[config.mk]
export PLATFORM = sky130hd
export DESIGN_NAME = base_n_digit_counter
export DESIGN_NICKNAME = d
export VERILOG_FILES = /design/src/rtl/base_n_digit_counter.sv
export SDC_FILE = /design/constraint.sdc
export NUM_CORES = 1
export LEC_CHECK = 0
export CORE_AREA = 2 2 39 41
export CTS_CLUSTER_DIAMETER = 60
export DETAILED_ROUTE_END_ITERATION = 7
export DIE_AREA = 0 0 41 43
export PLACE_DENSITY_LB_ADDON = 0.1
export RECOVER_POWER = 50
export SYNTH_ARGS = -nofsm -noshare
export SYNTH_HDL_FRONTEND = slang
export SYNTH_SLANG_ARGS = --single-unit
[constraint.sdc]
create_clock -name clk -period 1.4 [get_ports clk]
set_input_delay 0.21 -clock clk [delete_from_list [all_inputs] [get_ports clk]]
set_output_delay 0.21 -clock clk [all_outputs]
set_load 0.03 [all_outputs]
[src/rtl/base_n_digit_counter.sv]
// Single-digit modulo-BASE counter with terminal-count flag for cascading.
// Optional synchronous clear input enabled by defining BASE_N_COUNTER_CLR_EN.
module base_n_digit_counter #(
  parameter  int unsigned BASE  = 10,
  localparam int unsigned WIDTH = ($clog2(BASE) < 1) ? 1 : $clog2(BASE)
) (
  input  logic             clk,
  input  logic             rst,
  input  logic             ena,
`ifdef BASE_N_COUNTER_CLR_EN
  input  logic             clr,
`endif
  output logic [WIDTH-1:0] count_out,
  output logic             ena_next
);

  if (BASE < 2) begin : g_bad_base
    $error("base_n_digit_counter: BASE must be >= 2");
  end

  localparam logic [WIDTH-1:0] LAST = WIDTH'(BASE - 1);

  logic [WIDTH-1:0] r_count;
  logic             w_at_last;

  always_ff @(posedge clk) begin
    if (rst) begin
      r_count <= '0;
    end
`ifdef BASE_N_COUNTER_CLR_EN
    else if (clr) begin
      r_count <= '0;
    end
`endif
    else if (ena) begin
      // >= rather than == so an unreachable code above BASE-1 recovers to 0
      if (r_count >= LAST) r_count <= '0;
      else                 r_count <= r_count + WIDTH'(1);
    end
  end

  assign w_at_last = (r_count == LAST);
  assign count_out = r_count;
  assign ena_next  = w_at_last;

endmodule

==> results of run 1 <==
-- placed cells by master (no fill, tap or decap), drive strengths merged --
cell type / n
ha: 3
dfxtp: 4
clkdlybuf4s50: 2
xor2: 2
inv: 2
clkbuf: 4
dlygate4sd2: 4
mux2i: 1
nand2: 2
or3b: 1
nand4: 1
a31o: 1
nor2: 5
buf: 5
xnor2: 1
-- synthesized netlist by cell type, drive strengths merged --
| cell type | number | share of area |
|---|---|---|
| nor2 | 5 | 0.089 |
| dfxtp | 4 | 0.38 |
| ha | 3 | 0.18 |
| inv | 2 | 0.036 |
| nand2 | 2 | 0.036 |
| xor2 | 2 | 0.083 |
| a31o | 1 | 0.041 |
| mux2i | 1 | 0.047 |
| nand4 | 1 | 0.030 |
| or3b | 1 | 0.041 |
| xnor2 | 1 | 0.041 |
-- final timing paths --
path	startpoint	end	cells past startpoint
max	count_out[0]	count_out[0]	2
max reg2reg	count_out[1]	count_out[2]	5
min	count_out[3]	count_out[3]	2
min reg2reg	count_out[3]	count_out[3]	2
-- routing by layer --
| layer | vias to the layer above | track usage | wire [um] |
|---|---|---|---|
| met4 | 0 | 0.0600 | 0 |
| li1 | 106 | - | - |
| met2 | 6 | 0.103 | 248 |
| met5 | - | 0 | 0 |
| met3 | 0 | 0.0628 | 45 |
| met1 | 87 | 0.0804 | 210 |
-- kinds of logic after synthesis --
group	Yosys count	synth area share
compound gates	1	0.0414
mux	1	0.0473
flops	4	0.379
fa+ha+maj	3	0.178
buf+inv	2	0.0355
xor+xnor	3	0.124
simple gates	9	0.195
-- critical path, stage by stage, from the launching register on --
cell and delay, ns:
dfxtp_4 0.36, buf_4 0.13, dlygate4sd2_1 0.39
-- power by group --
part           total [uW]  switching, uW  leakage (uW)  internal (uW)
Combinational        80.0           40.4      0.000131           39.5
Sequential            129           7.62     0.0000339            121
Clock                 160           53.0     0.0000150            107
Total                 369            101      0.000180            268
-- per-stage QoR --
step                std cells  hold slack (ns)  instance area (um2)
CTS                        54            0.595                  377
detailed placement         49            0.550                  329
global route               54            0.658                  384
floorplan                  23            0.358                  219
global placement           49            0.569                  329
finish                     54            0.593                  384
-- final cells by class --
| cell class | count | area, um2 | area share |
|---|---|---|---|
| Sequential cell | 4 | 87.6 | 0.228 |
| Inverter | 2 | 10.0 | 0.0261 |
| Clock buffer | 4 | 26.3 | 0.0684 |
| Tap cell | 16 | 20.0 | 0.0521 |
| Timing Repair Buffer | 11 | 96.3 | 0.251 |
| Multi-Input combinational cell | 17 | 144 | 0.375 |
-- repair_timing --
| action | in CTS | in global routing |
|---|---|---|
| pin swaps | 1 | 2 |
| setup endpoints to repair | 5 | 3 |
| resized for setup | 9 | 3 |
| buffers inserted | 1 | 0 |
| hold buffers | 0 | 0 |
| gates cloned | 0 | 0 |
==> flow_metrics.py, run 1 <==
metrics = {
    "route": {
        "ant_nets": 0,
        "drtPass1Iterations": 2,
        "wl_per_cell_um": 9.33,
        "vias": 199,
        "drc": 0,
        "wl_um": 504,
        "via_per_inst": 3.69,
        "drtIter0Drc": 2,
    },
    "pwr": {
        "p_total_uw": 369,
        "power.leakage_uw": 0.000180,
        "power.density_nw_per_um2": 961,
        "ir_drop_mv": 0.309,
    },
    "clock_tree": {
        "root_buffer": "clkbuf_4",
        "cts-buffers-inserted": 3,
        "clock_sinks": 4,
        "clk_pin_slew_ns": 0.04,
        "cts_buffer_depth": 2,
        "cts_max_level": 1,
        "cts_tree": "done",
        "clkLatencyLatePin_ns": 0.24,
    },
    "synthesis": {
        "syn_area_per_cell_um2": 9.19,
        "synth_sequential_area_ratio": 0.379,
        "ys_warn_count": 0,
        "syn_area_um2": 211,
        "ys_seq_elements": 4,
        "synth_cell_types": 11,
        "synth_cells": 23,
        "syn-num-nets": 29,
    },
    "placement": {
        "hpwl_um": 385,
        "numPortBuffers": 7,
        "place.gp.congestion": 0.719,
        "dp_slack_ns": 0.0330,
    },
    "status": {
        "status": "finished, final reports clean",
    },
    "timing": {
        "finalMaxSlewViolations": 0,
        "slew_headroom": 0.800,
        "setup_tns_ns": 0,
        "fmax_mhz": 747,
        "finalSetupViolCount": 0,
        "fin_ws_ns": 0.0611,
        "tightestPinTransition_ns": 0.301,
        "skew_ns": 0.00837,
        "timing_hold_violations_final": 0,
        "period_minus_slack_ns": 1.34,
        "grt_setup_unrepaired": "no",
        "min_period_over_period": 0.956,
    },
    "global_routing": {
        "grt_pass1_vias": 192,
        "grt_usage": 0.0793,
        "grt_pass1_wl_um": 834,
        "overflow": 0,
        "grt_max_degree": 6,
        "antenna_found_initial": 0,
    },
    "final_layout": {
        "final_nets": 45,
        "syn_to_final_growth_pct": 81.7,
        "antenna_cells": 0,
        "drive_above_1_share": 0.421,
        "postLayoutCoreUtil": 0.278,
        "largest_reg_flops": 4,
        "n_fill_cell": 150,
    },
    "die": {
        "die-width_um": 41,
        "die-area_um2": 1760,
        "rows": 14,
        "die_h_um": 43,
        "start_util": 0.153,
        "pin_count": 8,
        "design.core.area_um2": 1380,
    },
    "setup_path": {
        "critPathLaunchType": "flip-flop",
        "critPathKind": "flip-flop to primary output",
        "worstPathRequired_ns": 1.19,
        "end_kind": "primary output",
        "crit_arrival_ns": 1.13,
        "cp_max_fo": 4,
        "rrSetupSlack_ns": 0.07,
    },
    "worst_hold_path": {
        "hold_class": "flip-flop to flip-flop",
    },
    "job": {
        "maxCapViolCount": 0,
    },
}
(Power assumes the default switching activity.)
==> inputs of run 2 (changes only) <==
ABC_CLOCK_PERIOD_IN_PS = 1150   (was default)
clock period = 1.15 ns   (was 1.4 ns; I/O delays follow)
==> run 2 against run 1 <==
Net effect: the run now ends with negative setup slack left; non-clock buffer count grew 1; sequential power increased by 21%; combinational power is 34% higher; die area unchanged; critical endpoint is now count_out[3]; register-to-register slack lost 0.23 ns; power grew 22%; largest cell class unchanged; cell count increased by 1.9%; setup slack worse by 0.22 ns; first-iteration DRC count shrank 100%; critical path type is now flip-flop to flip-flop; critical path depth is 3 higher; global-route usage down 0.72 points; clock power grew 17%.
==> flow_metrics.py, run 2 (synthesis gave the netlist of run 1 again) <==
metrics = {
    "status": {
        "status": "finished with violations",
        "violations": "negative setup slack",
    },
    "final_layout": {
        "antenna_cells": 0,
        "n_fill_cell": 160,
        "drive_above_1_share": 0.538,
        "largest_reg_flops": 4,
        "final_cell_mix": "buf_4 (9), nor2_2 (3), clkbuf_4 (3)",
        "syn_to_final_growth_pct": 82.8,
        "final_nets": 46,
        "postLayoutCoreUtil": 0.279,
        "final_common_cell": "buf_4",
    },
    "route": {
        "via_per_inst": 3.65,
        "vias": 201,
        "ant_nets": 0,
        "drc": 0,
        "drtIter0Drc": 0,
        "wl_per_cell_um": 8.67,
        "wl_um": 477,
        "drtPass1Iterations": 1,
    },
    "timing": {
        "slew_headroom": 0.884,
        "finalSetupViolCount": 5,
        "min_period_over_period": 1.14,
        "skew_ns": 0.00804,
        "period_minus_slack_ns": 1.31,
        "fmax_mhz": 764,
        "grt_setup_unrepaired": "yes",
        "finalMaxSlewViolations": 0,
        "fin_ws_ns": -0.158,
        "worst_hold_slack_ns": 0.607,
        "tightestPinTransition_ns": 0.170,
        "timing_hold_violations_final": 0,
    },
    "clock_tree": {
        "root_buffer": "clkbuf_4",
        "cts_tree": "done",
        "clkLatencyLatePin_ns": 0.24,
        "cts_buffer_depth": 2,
        "clock_sinks": 4,
        "cts_max_level": 1,
        "post_cts_buffers": 0,
        "clk_pin_slew_ns": 0.04,
        "cts-buffers-inserted": 3,
        "cts_hold_buf": 0,
    },
    "setup_path": {
        "max_stage_delay_ns": 0.38,
        "crit_family": "simple AND/OR/NAND/NOR gates",
        "critPathKind": "flip-flop to flip-flop",
        "cp_max_fo": 4,
        "worst-r2r-cell-count": 5,
        "crit_chain": "inv_4 -> ha_4 -> or3b_1 -> a31o_4 -> nor2_1",
        "crit_cells": 5,
        "critPathLaunchType": "flip-flop",
        "worstPathRequired_ns": 1.32,
        "path_buf_inv": 1,
        "end_kind": "flip-flop",
        "slowest_stage": "or3b_1",
        "crit_arrival_ns": 1.47,
    },
    "global_routing": {
        "overflow": 0,
        "grt_usage": 0.0721,
        "antenna_found_initial": 0,
        "grt_pass1_wl_um": 814,
        "grt_max_degree": 5,
        "grt_pass1_vias": 200,
    },
    "die": {
        "die-area_um2": 1760,
        "die_h_um": 43,
        "rows": 14,
        "design.core.area_um2": 1380,
        "pin_count": 8,
        "die-width_um": 41,
        "start_util": 0.153,
    },
    "pwr": {
        "power.leakage_uw": 0.000173,
        "ir_drop_mv": 0.411,
        "power.density_nw_per_um2": 1170,
    },
    "worst_hold_path": {
        "holdPathStages": 2,
        "hold_class": "flip-flop to flip-flop",
    },
    "placement": {
        "numPortBuffers": 7,
        "place.gp.congestion": 0.622,
    },
    "job": {
        "maxCapViolCount": 0,
    },
}
[run 2: cell count changes in the layout (fill, tap and decap cells not counted)]
cell	before	now
dlygate4sd2_1	4	0
a31o_2	1	0
nor2_2	2	3
nor2_1	3	2
buf_4	4	9
nand2_1	1	2
buf_6	1	0
dfxtp_2	0	1
a31o_4	0	1
nand2_2	1	0
dfxtp_4	2	1
clkbuf_2	0	1
[run 2: through the flow]
step	instances	power [uW]	setup slack (ns)	instance area, um2	setup TNS [ns]
after floorplan	23	214	-0.194	238	-0.892
after global placement	51	261	-0.146	353	-0.563
after detailed placement	51	261	-0.154	353	-0.592
after CTS	55	462	-0.165	382	-0.753
after global routing	55	492	-0.223	387	-1.01
final	55	451	-0.158	387	-0.660
[run 2: layer usage]
layer  global-route usage  wire, um
met1               0.0735       212
met2                0.106       212
met3               0.0471        52
met4               0.0400         0
met5                    0         0
[run 2: layout make-up]
type,count,area (um2),area share
multi-input cells,17,153,0.395
clock buffers,4,26.3,0.0680
well taps,16,20.0,0.0518
repair buffers,12,92.6,0.239
flip-flops and latches,4,85.1,0.220
inverters,2,10.0,0.0259
[run 2: worst paths after layout]
check	startpoint	to	slack, ns
setup / recovery	count_out[1]	count_out[3]	-0.16
setup reg to reg	count_out[1]	count_out[3]	-0.16
hold reg to reg	count_out[3]	count_out[3]	0.61
hold / removal	count_out[3]	count_out[3]	0.61
[run 2: power breakdown]
group | total, uW | leakage, uW | switching [uW] | internal (uW)
clock | 188 | 0.0000150 | 57.7 | 130
combinational | 107 | 0.000125 | 53.4 | 53.8
sequential | 156 | 0.0000336 | 7.69 | 148
[run 2: worst reg2reg max path: cells and delay by family, from the launching register on]
kind,cells,cell delay (ns)
AND/OR/NAND/NOR,2,0.46
AO/OA/AOI/OAI,1,0.25
flip-flops,1,0.35
buffers and inverters,1,0.04
adder cells (fa/ha/maj),1,0.14
[run 2: repair_timing]
item,in CTS,in global routing
pin swaps,1,1
gates resized for setup,1,3
hold endpoints to repair,0,0
endpoints found under the setup margin,5,5
